$ cat src/rtl/fetch_stage.sv
// Instruction-fetch stage: owns the PC, addresses the async instruction
// memory and fills the IF/ID register with stall/redirect/fault handling.
module fetch_stage #(
    parameter logic [31:0] RESET_PC  = 32'h0000_0000,
    parameter int          ADDR_W    = 10,
    parameter logic [31:0] NOP_INSTR = 32'h0000_0013
) (
    input  logic              clk,
    input  logic              rst,
    input  logic              fetch_en,
    input  logic              stall,
    input  logic              redirect,
    input  logic [31:0]       redirect_pc,
    output logic [ADDR_W-1:0] imem_addr,
    input  logic [31:0]       imem_rd,
    output logic [31:0]       if_id_instr,
    output logic [31:0]       if_id_pc,
    output logic [31:0]       if_id_pc4,
    output logic              if_id_valid,
    output logic              fault,
    output logic [31:0]       fault_pc
);

    typedef enum logic [1:0] {
        IDLE = 2'd0,
        RUN  = 2'd1,
        HALT = 2'd2
    } state_t;

    localparam logic [32:0] LIMIT = 33'(1) << (ADDR_W + 2);

    state_t      state;
    logic [31:0] pc;
    logic        pc_ok;
    logic        bad_tgt;

    assign imem_addr = pc[ADDR_W+1:2];
    assign pc_ok     = {1'b0, pc} < LIMIT;
    assign bad_tgt   = (|redirect_pc[1:0]) || !({1'b0, redirect_pc} < LIMIT);

    always_ff @(posedge clk or negedge rst) begin
        if (!rst) begin
            state       <= IDLE;
            pc          <= RESET_PC;
            if_id_instr <= NOP_INSTR;
            if_id_pc    <= 32'd0;
            if_id_pc4   <= 32'd0;
            if_id_valid <= 1'b0;
            fault       <= 1'b0;
            fault_pc    <= 32'd0;
        end else begin
            case (state)
                IDLE: begin
                    if_id_instr <= NOP_INSTR;
                    if_id_valid <= 1'b0;
                    if (redirect) begin
                        if (bad_tgt) begin
                            state <= HALT;
                            if (!fault) begin
                                fault    <= 1'b1;
                                fault_pc <= redirect_pc;
                            end
                        end else begin
                            pc <= redirect_pc;
                        end
                    end else if (fetch_en) begin
                        state <= RUN;
                    end
                end
                RUN: begin
                    if (redirect) begin
                        if_id_instr <= NOP_INSTR;
                        if_id_valid <= 1'b0;
                        if (bad_tgt) begin
                            state <= HALT;
                            if (!fault) begin
                                fault    <= 1'b1;
                                fault_pc <= redirect_pc;
                            end
                        end else begin
                            pc <= redirect_pc;
                        end
                    end else if (stall) begin
                        pc <= pc;
                    end else if (!fetch_en) begin
                        if_id_instr <= NOP_INSTR;
                        if_id_valid <= 1'b0;
                        state       <= IDLE;
                    end else if (!pc_ok) begin
                        // running off the end of memory is a fault, not a wrap
                        if_id_instr <= NOP_INSTR;
                        if_id_valid <= 1'b0;
                        state       <= HALT;
                        if (!fault) begin
                            fault    <= 1'b1;
                            fault_pc <= pc;
                        end
                    end else begin
                        if_id_instr <= imem_rd;
                        if_id_pc    <= pc;
                        if_id_pc4   <= pc + 32'd4;
                        if_id_valid <= 1'b1;
                        pc          <= pc + 32'd4;
                    end
                end
                HALT: begin
                    if_id_instr <= NOP_INSTR;
                    if_id_valid <= 1'b0;
                    if (redirect && !bad_tgt) begin
                        pc    <= redirect_pc;
                        state <= RUN;
                    end
                end
                default: begin
                    state <= IDLE;
                end
            endcase
        end
    end

endmodule

$ cat config.mk
export PLATFORM = sky130hd
export DESIGN_NAME = fetch_stage
export DESIGN_NICKNAME = d
export VERILOG_FILES = /design/src/rtl/fetch_stage.sv
export SDC_FILE = /design/constraint.sdc
export NUM_CORES = 1
export LEC_CHECK = 0
export CAP_MARGIN = 20
export CORE_ASPECT_RATIO = 0.7
export CORE_MARGIN = 2
export CORE_UTILIZATION = 38
export DETAILED_ROUTE_END_ITERATION = 10
export DONT_BUFFER_PORTS = 1
export MAX_ROUTING_LAYER = met4
export PLACE_DENSITY_LB_ADDON = 0.3
export REMOVE_ABC_BUFFERS = 1
export SYNTH_ARGS = -nofsm -noshare
export SYNTH_HDL_FRONTEND = slang
export SYNTH_SLANG_ARGS = --single-unit
$ cat constraint.sdc
create_clock -name clk -period 3.6 [get_ports clk]
set_clock_uncertainty 0.05 [all_clocks]
set_input_delay 0.72 -clock clk [delete_from_list [all_inputs] [get_ports clk]]
set_output_delay 0.72 -clock clk [all_outputs]
set_load 0.01 [all_outputs]
==> reports/results.ini, run 1 <==
[run_status]
violations = hold timing
status = finished with violations

[placed_design]
hpwl_um = 11800
io_buffers = 0
gp_congestion = 0.820

[floorplanning]
fp.dieW_um = 166
initial_utilization_pct = 38.7
ios = 209
die_h_um = 117
core_area_um2 = 18000
rows = 41
die_area_um2 = 19500

[clock_tree]
clock_path_buffers = 2
cts.clk_slew.worst_paths_ps = 60
cts_tree = done
numCtsBuffers = 17
clk_latency_ps = 420
cts_htree_levels = 4
cts.sinks = 162
cts_root_buf = clkbuf_16
postCtsResizedCells = 0
cts_setup_buffers = 0

[global_routing]
grt_pass1_vias = 4731
grt_usage_pct = 18.8
grt_max_degree = 163
grt-ovfl-total = 0
grt_antenna_before_repair = 0
grt_pass1_wl_um = 27700

[logic_synthesis]
synth_cell_types = 59
synthCells = 605
ys_warn_count = 0
synthFlopType = dfrtp_1
syn_avg_cell_area_um2 = 11.5
async_reset_ff_share_pct = 100
synth-edff-count = 0
ys_ff_latch = 162
syn_area_um2 = 6980
seq_area_frac_synth_pct = 58.2

[route]
ant_nets = 0
post-route-drc-count = 0
first_iter_violations = 331
wirelength_um = 17300
viasPerCell = 5.57
drtPass1Iterations = 6
wl_per_cell_um = 20.8
via_count = 4640

[setup_path]
r2r_cells = 9
critPathKind = flip-flop to flip-flop
crit_path_end_kind = flip-flop
crit_fanout = 29
required_ps = 3900
cp.arrival_ps = 3210
start_kind = flip-flop

[power_and_ir_drop]
p_leak_nw = 3.47
peakVddDrop_uv = 323
p_per_area_nw_per_um2 = 764

[timing]
holdWs_ps = -53.6
layout_worst_path_cycle_share_pct = 81.1
fmax_mhz = 343
finalSetupViolations = 0
drv_slew = 0
layout_min_cycle_time_ps = 2920
hold_viol_final = 159
setup_tns_ps = 0
maxSlewHeadroom_pct = 35.7
grt_setup_unrepaired = no
tightest_slew_ps = 964

[cells_and_area]
drive_above_1_share_pct = 13.4
nets = 659
fill_cells = 1637
synthToLayoutAreaGrowth_pct = 9.63

[worst_hold_path]
hold_class = input pin to asynchronous set/reset pin

[flow_run]
maxCapViolCount = 0

layout make-up:
class / instances / area, µm² / area share (%)
Clock inverter: 12 / 134 / 1.75
Tap cell: 236 / 295 / 3.86
Multi-Input combinational cell: 377 / 2560 / 33.4
Timing Repair Buffer: 14 / 125 / 1.64
Antenna cell: 1 / 2.50 / 0.0327
Inverter: 13 / 48.8 / 0.638
Clock buffer: 18 / 429 / 5.61
Sequential cell: 162 / 4060 / 53.1
worst max-delay path, stage by stage (launching register included):
cell and delay (ps):
dfrtp_1 410, inv_1 130, ha_1 370, nand2b_1 120, buf_4 240, o221ai_2 220
nor3_1 110, o31ai_4 860, o21ai_0 210, o21ai_1 120
Yosys cell counts, types with 6 or more instances:
cell type | instances | area [µm²]
a21oi_1 | 49 | 245
a22o_1 | 30 | 263
a22oi_1 | 6 | 45.0
and2_1 | 22 | 138
buf_2 | 15 | 75.1
buf_4 | 18 | 135
buf_6 | 7 | 78.8
clkbuf_1 | 11 | 41.3
dfrtp_1 | 159 | 3980
inv_1 | 13 | 48.8
mux2_1 | 11 | 124
nand2_1 | 29 | 109
nand3_1 | 6 | 30.0
nor2_1 | 50 | 188
nor2b_1 | 42 | 263
nor3b_1 | 7 | 52.6
o21ai_0 | 10 | 50.1
o21ai_2 | 7 | 61.3
o22ai_1 | 32 | 200
metal layers:
metal	part of all wire, %	vias up	wire length [µm]	global-route usage (%)
met5	0	-	0	-
met2	44	207	7550	25.6
li1	-	2080	-	-
met3	10	19	1790	8.27
met1	45	2334	7730	24.7
met4	1.3	0	227	6.68
power breakdown:
group,internal (mW),leakage (nW),switching (mW)
sequential,2.19,2.15,0.546
clock,1.02,0.272,0.720
combinational,0.510,1.05,0.862
flip-flops by register name, summed over array words and instances, names as in the netlist:
name         flops
fault_pc        32
if_id_instr     32
if_id_pc        32
pc              32
if_id_pc4       30
state            2
fault            1
if_id_valid      1
logic make-up after synthesis:
group | after synthesis | share of synthesized area (%)
AO/OA/AOI/OAI | 159 | 15.5
adder cells (fa/ha/maj) | 5 | 0.897
buffers and inverters | 66 | 5.58
flip-flops | 162 | 58.2
multiplexers | 14 | 2.24
XOR/XNOR | 9 | 1.13
AND/OR/NAND/NOR | 190 | 16.5
per-stage QoR:
step	utilization [%]	cells	cell area, µm²	total power [mW]	setup slack (ps)
after floorplan	-	552	6640	3.59	-91.5
after global placement	39.2	800	7060	4.04	632
after detailed placement	39.2	800	7060	4.11	640
after CTS	42.3	830	7620	5.89	654
after global routing	42.5	832	7650	6.21	366
final	42.5	833	7650	5.84	681
path summary, 6_finish.rpt:
path	slack [ps]	to	from
worst max register to register	680	pc[12]	state[1]
worst min-delay path	-50	if_id_pc4[28]	rst
min in group clk	380	if_id_instr[26]	imem_rd[26]
worst max-delay path	680	pc[12]	state[1]
max in group asynchronous	3330	if_id_instr[4]	rst
worst min register to register	480	pc[23]	pc[23]
cell usage in the layout (no fill, tap or decap), types with 3 or more instances in the layout:
cell type,n
a21oi_1,49
a22o_1,30
a22oi_1,6
and2_1,21
buf_4,12
clkbuf_16,17
clkinv_2,3
clkinv_4,3
dfrtp_1,159
dfstp_2,3
ha_1,5
inv_1,13
mux2_1,11
nand2_1,29
nand3_1,6
nand4_1,3
nor2_1,50
nor2b_1,41
nor3_1,4
nor3b_1,7
nor4_1,3
nor4_2,3
nor4_4,5
o21ai_0,10
o21ai_1,5
o21ai_2,7
o22a_1,4
o22ai_1,32
o31ai_4,3
xnor2_1,4
xor2_1,5
No activity file was read; power rests on OpenSTA's default activity.
==> run 2, diff against run 1 <==
==> constraint.sdc (replaced) <==
create_clock -name clk -period 2.5 [get_ports clk]
set_clock_uncertainty 0.05 [all_clocks]
set_input_delay 0.5 -clock clk [delete_from_list [all_inputs] [get_ports clk]]
set_output_delay 0.5 -clock clk [all_outputs]
set_load 0.01 [all_outputs]
==> reports/results.ini, run 2 (synthesis gave the netlist of run 1 again) <==
[global_routing]
grt_pass1_vias = 4863  ; +2.8%
grt-busiest-layer = met2
grt_pass1_wl_um = 28400  ; +2.7%
grt_antenna_before_repair = 0  ; unchanged
met2_usage_pct = 26.8  ; +1.2 points
grtUsageMet3_pct = 7.12  ; -1.1 points
grt_max_degree = 163  ; unchanged
grt-ovfl-total = 0  ; unchanged
grt_use_met1_pct = 25.7  ; +0.94 points
grt_usage_pct = 19.2  ; +0.43 points

[route]
post-route-drc-count = 0  ; unchanged
viasPerCell = 5.59  ; +0.36%
ant_nets = 0  ; unchanged
first_iter_violations = 370  ; +12%
via_count = 4718  ; +1.7%
wirelength_um = 18000  ; +4.3%
drtPass1Iterations = 5  ; -1
wl_per_cell_um = 21.4  ; +2.9%

[placed_design]
io_buffers = 0  ; unchanged
post-place-ws_ps = -106  ; -746 ps
dp.cells = 809  ; +1.1%
gp_congestion = 0.841  ; +2.6%
hpwl_um = 11900  ; +0.94%
place_area_um2 = 7140  ; +1.1%

[timing]
maxSlewHeadroom_pct = 49.3  ; +14 points
layout_min_cycle_time_ps = 2340  ; -574 ps
drv_slew = 0  ; unchanged
fmax_mhz = 426  ; +24%
layout_worst_path_cycle_share_pct = 93.8  ; +13 points
worst_slack_ps = 155  ; -526 ps
hold_viol_final = 162  ; +1.9%
setup_tns_ps = 0  ; unchanged
holdWs_ps = -279  ; -225 ps
tightest_slew_ps = 755  ; -209 ps
finalSetupViolations = 0  ; unchanged

[setup_path]
start_kind = flip-flop
critPathKind = flip-flop to flip-flop
crit_family = simple AND/OR/NAND/NOR gates
required_ps = 2760  ; -1140 ps
r2r-start = state[1]
cp_num_buf_inv = 3  ; +1
cp_cell_sequence = inv_1 -> ha_2 -> nand2b_1 -> buf_4 -> nor3_4 -> and2_4 -> buf_12 -> mux2_1
rrSetupSlack_ps = 160  ; -530 ps
worst-path-stages = 8  ; -1
setup.worst_path.end = if_id_pc[9]
critPathSlowestCell = dfrtp_1
cp.arrival_ps = 2600  ; -610 ps
timing.rr.end = if_id_pc[9]
cp_slowest_stage_delay_ps = 410  ; -450 ps
crit_path_start = state[1]
crit_path_end_kind = flip-flop
crit_fanout = 22  ; -24%
r2r_cells = 8  ; -1

[floorplanning]
rows = 41  ; unchanged
core_area_um2 = 18000  ; unchanged
ios = 209  ; unchanged
die_area_um2 = 19500  ; unchanged
die_h_um = 117  ; unchanged
fp.dieW_um = 166  ; unchanged
initial_utilization_pct = 38.7  ; unchanged

[power_and_ir_drop]
peakVddDrop_uv = 463  ; +43%
p_per_area_nw_per_um2 = 1100  ; +44%
p_leak_nw = 3.53  ; +1.8%

[clock_tree]
numCtsBuffers = 17  ; unchanged
cts.clk_slew.worst_paths_ps = 60  ; about the same
cts_htree_levels = 4  ; unchanged
clock_path_buffers = 2  ; unchanged
cts_root_buf = clkbuf_16
cts_tree = done
clk_latency_ps = 430  ; about the same
cts.sinks = 162  ; unchanged

[cells_and_area]
layout_common_cells = dfrtp_1, nor2_1, a21oi_1
nets = 672  ; +2.0%
fill_cells = 1640  ; +0.18%
final_cell_area_um2 = 7780  ; +1.8%
stdcell_count = 844  ; +1.3%
drive_above_1_share_pct = 15.5  ; +2.0 points
final_common_cell = dfrtp_1
synthToLayoutAreaGrowth_pct = 11.6
num_antenna_cells = 0  ; -1

[flow_run]
maxCapViolCount = 0  ; unchanged

[worst_hold_path]
hold_class = input pin to asynchronous set/reset pin

[run_status]
violations = hold timing
status = finished with violations

## run 2: cell types whose count changed in the layout (fill, tap and decap cells not counted), sizes merged
cell      before  now
clkbuf        18   21
o31ai          4    5
inv           15   14
buf           14   25
clkinvlp       2    3
bufinv         2    1
clkinv         6    4
diode          1    0
## run 2: worst min path at each step
| stage | from | endpoint | slack [ps] | cells past startpoint |
|---|---|---|---|---|
| 2_1_floorplan | rst | fault | 150 | 0 |
| 4_1_cts | rst | if_id_pc[15] | -300 | 0 |
| 3_3_place_gp | rst | if_id_pc4[25] | 160 | 0 |
| 3_5_place_dp | rst | if_id_pc[20] | 160 | 0 |
| 5_1_grt | rst | fault_pc[25] | -310 | 0 |
| 6_report | rst | if_id_pc[20] | -280 | 0 |
## run 2: report_power, final
part	internal (mW)	total (mW)	switching [mW]
Sequential	3.15	3.93	0.780
Clock	1.40	2.43	1.03
Combinational	0.866	2.19	1.33
Total	5.42	8.56	3.14
## run 2: timing repair
action,in CTS,in global routing
setup buffers,0,3
resized for setup,0,8
pin swaps,1,3
cloned,1,1
endpoints found under the setup margin,29,108
hold endpoints to repair,162,162
## run 2: through the flow
step	utilization [%]	total power [mW]	hold slack, ps
2_1_floorplan	-	5.17	154
3_3_place_gp	39.7	5.90	158
3_5_place_dp	39.7	6.00	157
4_1_cts	42.7	8.51	-297
5_1_grt	43.2	9.08	-305
6_report	43.2	8.56	-279
## run 2: routing by layer
layer | part of all wire, % | routed length (µm)
met3 | 10 | 1890
met5 | 0 | 0
met1 | 45 | 8040
met4 | 1.4 | 248
met2 | 44 | 7860
## run 2: layout make-up
class	count	area, µm²	area share [%]
Sequential cell	162	4060	52.1
Multi-Input combinational cell	378	2580	33.2
Clock buffer	20	457	5.87
Tap cell	236	295	3.79
Timing Repair Buffer	26	258	3.31
Clock inverter	9	85.1	1.09
Inverter	13	48.8	0.627
==> run 3, diff against run 2 <==
--- a/config.mk
+++ b/config.mk
@@ -5,6 +5,7 @@
 export SDC_FILE = /design/constraint.sdc
 export NUM_CORES = 1
 export LEC_CHECK = 0
+export ABC_CLOCK_PERIOD_IN_PS = 2500
 export CAP_MARGIN = 20
 export CORE_ASPECT_RATIO = 0.7
 export CORE_MARGIN = 2
@@ -12,7 +13,7 @@
 export DETAILED_ROUTE_END_ITERATION = 10
 export DONT_BUFFER_PORTS = 1
 export MAX_ROUTING_LAYER = met4
-export PLACE_DENSITY_LB_ADDON = 0.3
+export PLACE_DENSITY = 0.57
 export REMOVE_ABC_BUFFERS = 1
 export SYNTH_ARGS = -nofsm -noshare
 export SYNTH_HDL_FRONTEND = slang
==> reports/results.ini, run 3 (synthesis gave the netlist of run 1 again) <==
[run_status]
status = finished with violations
violations = hold timing

[cells_and_area]
nets = 667  ; -0.74%
multi_input_area_um2 = 2550  ; -1.3%
drive_above_1_share_pct = 15.2  ; -0.28 points
synthToLayoutAreaGrowth_pct = 10.5
seqCellArea_um2 = 4060  ; unchanged
layout_common_cells = dfrtp_1, nor2_1, a21oi_1
fill_cells = 1658  ; +1.1%
final_common_cell = dfrtp_1
final_cell_area_um2 = 7710  ; -1.0%
final_util_pct = 42.8  ; -0.43 points
num_antenna_cells = 0  ; unchanged

[timing]
drv_slew = 0  ; unchanged
grt_setup_unrepaired = no
tightest_slew_ps = 610  ; -146 ps
layout_min_cycle_time_ps = 2360  ; +15.6 ps
holdWs_ps = -280  ; -1.82 ps
fmax_mhz = 424  ; -0.66%
finalSetupViolations = 0  ; unchanged
layout_worst_path_cycle_share_pct = 94.4  ; +0.62 points
maxSlewHeadroom_pct = 59.0  ; +9.7 points
hold_viol_final = 162  ; unchanged

[setup_path]
crit_path_end_kind = flip-flop
cp_slowest_stage_delay_ps = 420  ; about the same
r2r-start = state[1]
cp_num_buf_inv = 2  ; -1
cp.arrival_ps = 2610  ; about the same
worst-path-stages = 7  ; -1
crit_family = simple AND/OR/NAND/NOR gates
crit_fanout = 34  ; +55%
timing.rr.end = if_id_pc[6]
critPathKind = flip-flop to flip-flop
required_ps = 2750  ; about the same
r2r_cells = 7  ; -1
rrSetupSlack_ps = 140  ; -20 ps
setup.worst_path.end = if_id_pc[6]
critPathSlowestCell = dfrtp_1
crit_path_start = state[1]
start_kind = flip-flop
cp_cell_sequence = inv_1 -> ha_1 -> nand2b_1 -> nor3_4 -> and2_2 -> buf_12 -> mux2_1

[global_routing]
grt_max_degree = 163  ; unchanged
grt-ovfl-total = 0  ; unchanged
grt_pass1_wl_um = 27800  ; -2.4%
grt_pass1_vias = 4742  ; -2.5%
grt_antenna_before_repair = 0  ; unchanged
grt_usage_pct = 18.8  ; -0.40 points

[power_and_ir_drop]
peakVddDrop_uv = 601  ; +30%
finalPower_mw = 8.44  ; -1.4%
p_leak_nw = 3.49  ; -1.2%
p_per_area_nw_per_um2 = 1090  ; -0.42%

[placed_design]
hpwl_um = 12000  ; +1.3%
gp_congestion = 0.845  ; +0.39%
place_area_um2 = 7130  ; -0.12%
io_buffers = 0  ; unchanged

[clock_tree]
cts.sinks = 162  ; unchanged
cts_root_buf = clkbuf_16
clk_latency_ps = 420  ; about the same
cts.clk_slew.worst_paths_ps = 70  ; about the same
cts_tree = done
cts_htree_levels = 4  ; unchanged
numCtsBuffers = 17  ; unchanged
clock_path_buffers = 2  ; unchanged

[floorplanning]
die_area_um2 = 19500  ; unchanged
die_h_um = 117  ; unchanged
ios = 209  ; unchanged
fp.dieW_um = 166  ; unchanged
rows = 41  ; unchanged
initial_utilization_pct = 38.7  ; unchanged
core_area_um2 = 18000  ; unchanged

[route]
wirelength_um = 17500  ; -2.8%
viasPerCell = 5.53  ; -1.1%
drtPass1Iterations = 5  ; unchanged
post-route-drc-count = 0  ; unchanged
via_count = 4657  ; -1.3%
wl_per_cell_um = 20.8  ; -2.6%
first_iter_violations = 282  ; -24%
ant_nets = 0  ; unchanged

[worst_hold_path]
hold_class = input pin to asynchronous set/reset pin

[flow_run]
maxCapViolCount = 0  ; unchanged

==> run 3: changes by cell type in the layout (fill, tap and decap cells not counted), sizes merged <==
cell | previous run | this run
clkinvlp | 3 | 7
buf | 25 | 22
inv | 14 | 17
clkbuf | 21 | 19
clkinv | 4 | 2
bufinv | 1 | 0
o31ai | 5 | 4
==> run 3: routing by layer <==
layer / track usage [%] / wire [µm] / share of wire [%]
met1: 24.4 / 7910 / 45
met2: 27.6 / 7770 / 44
met3: 6.99 / 1610 / 9.2
met4: 5.43 / 242 / 1.4
met5: - / 0 / 0
==> run 3: worst min-delay path by stage <==
stage	startpoint	slack, ps	end
6_report	rst	-280	if_id_pc4[15]
5_1_grt	rst	-310	if_id_pc4[19]
4_1_cts	rst	-310	if_id_pc[0]
3_5_place_dp	rst	160	if_id_pc[27]
3_3_place_gp	rst	160	if_id_pc[16]
2_1_floorplan	rst	150	fault
==> run 3: metrics by stage <==
step | setup slack [ps] | hold slack, ps | std cells | setup TNS, ps
floorplan | -1160 | 154 | 552 | -98810
global placement | 141 | 158 | 809 | 0
detailed placement | 77.7 | 158 | 809 | 0
CTS | 47.5 | -305 | 841 | 0
global route | 11.6 | -306 | 842 | 0
finish | 140 | -280 | 842 | 0
==> run 3: final cells by class <==
class,count,area share [%]
Sequential cell,162,52.6
Multi-Input combinational cell,377,33.1
Clock buffer,19,5.88
Tap cell,236,3.83
Timing Repair Buffer,22,2.61
Clock inverter,13,1.31
Inverter,13,0.633
==> run 3: where the power goes <==
group	leakage [nW]	switching [mW]	internal [mW]
Clock	0.251	1.10	1.33
Combinational	1.09	1.29	0.784
Sequential	2.15	0.781	3.15
Total	3.49	3.17	5.27
==> run 3: repair_timing <==
| item | CTS | global route |
|---|---|---|
| buffers inserted | 0 | 0 |
| endpoints found under the setup margin | 0 | 25 |
| hold endpoints to repair | 162 | 162 |
| resized for setup | 0 | 3 |
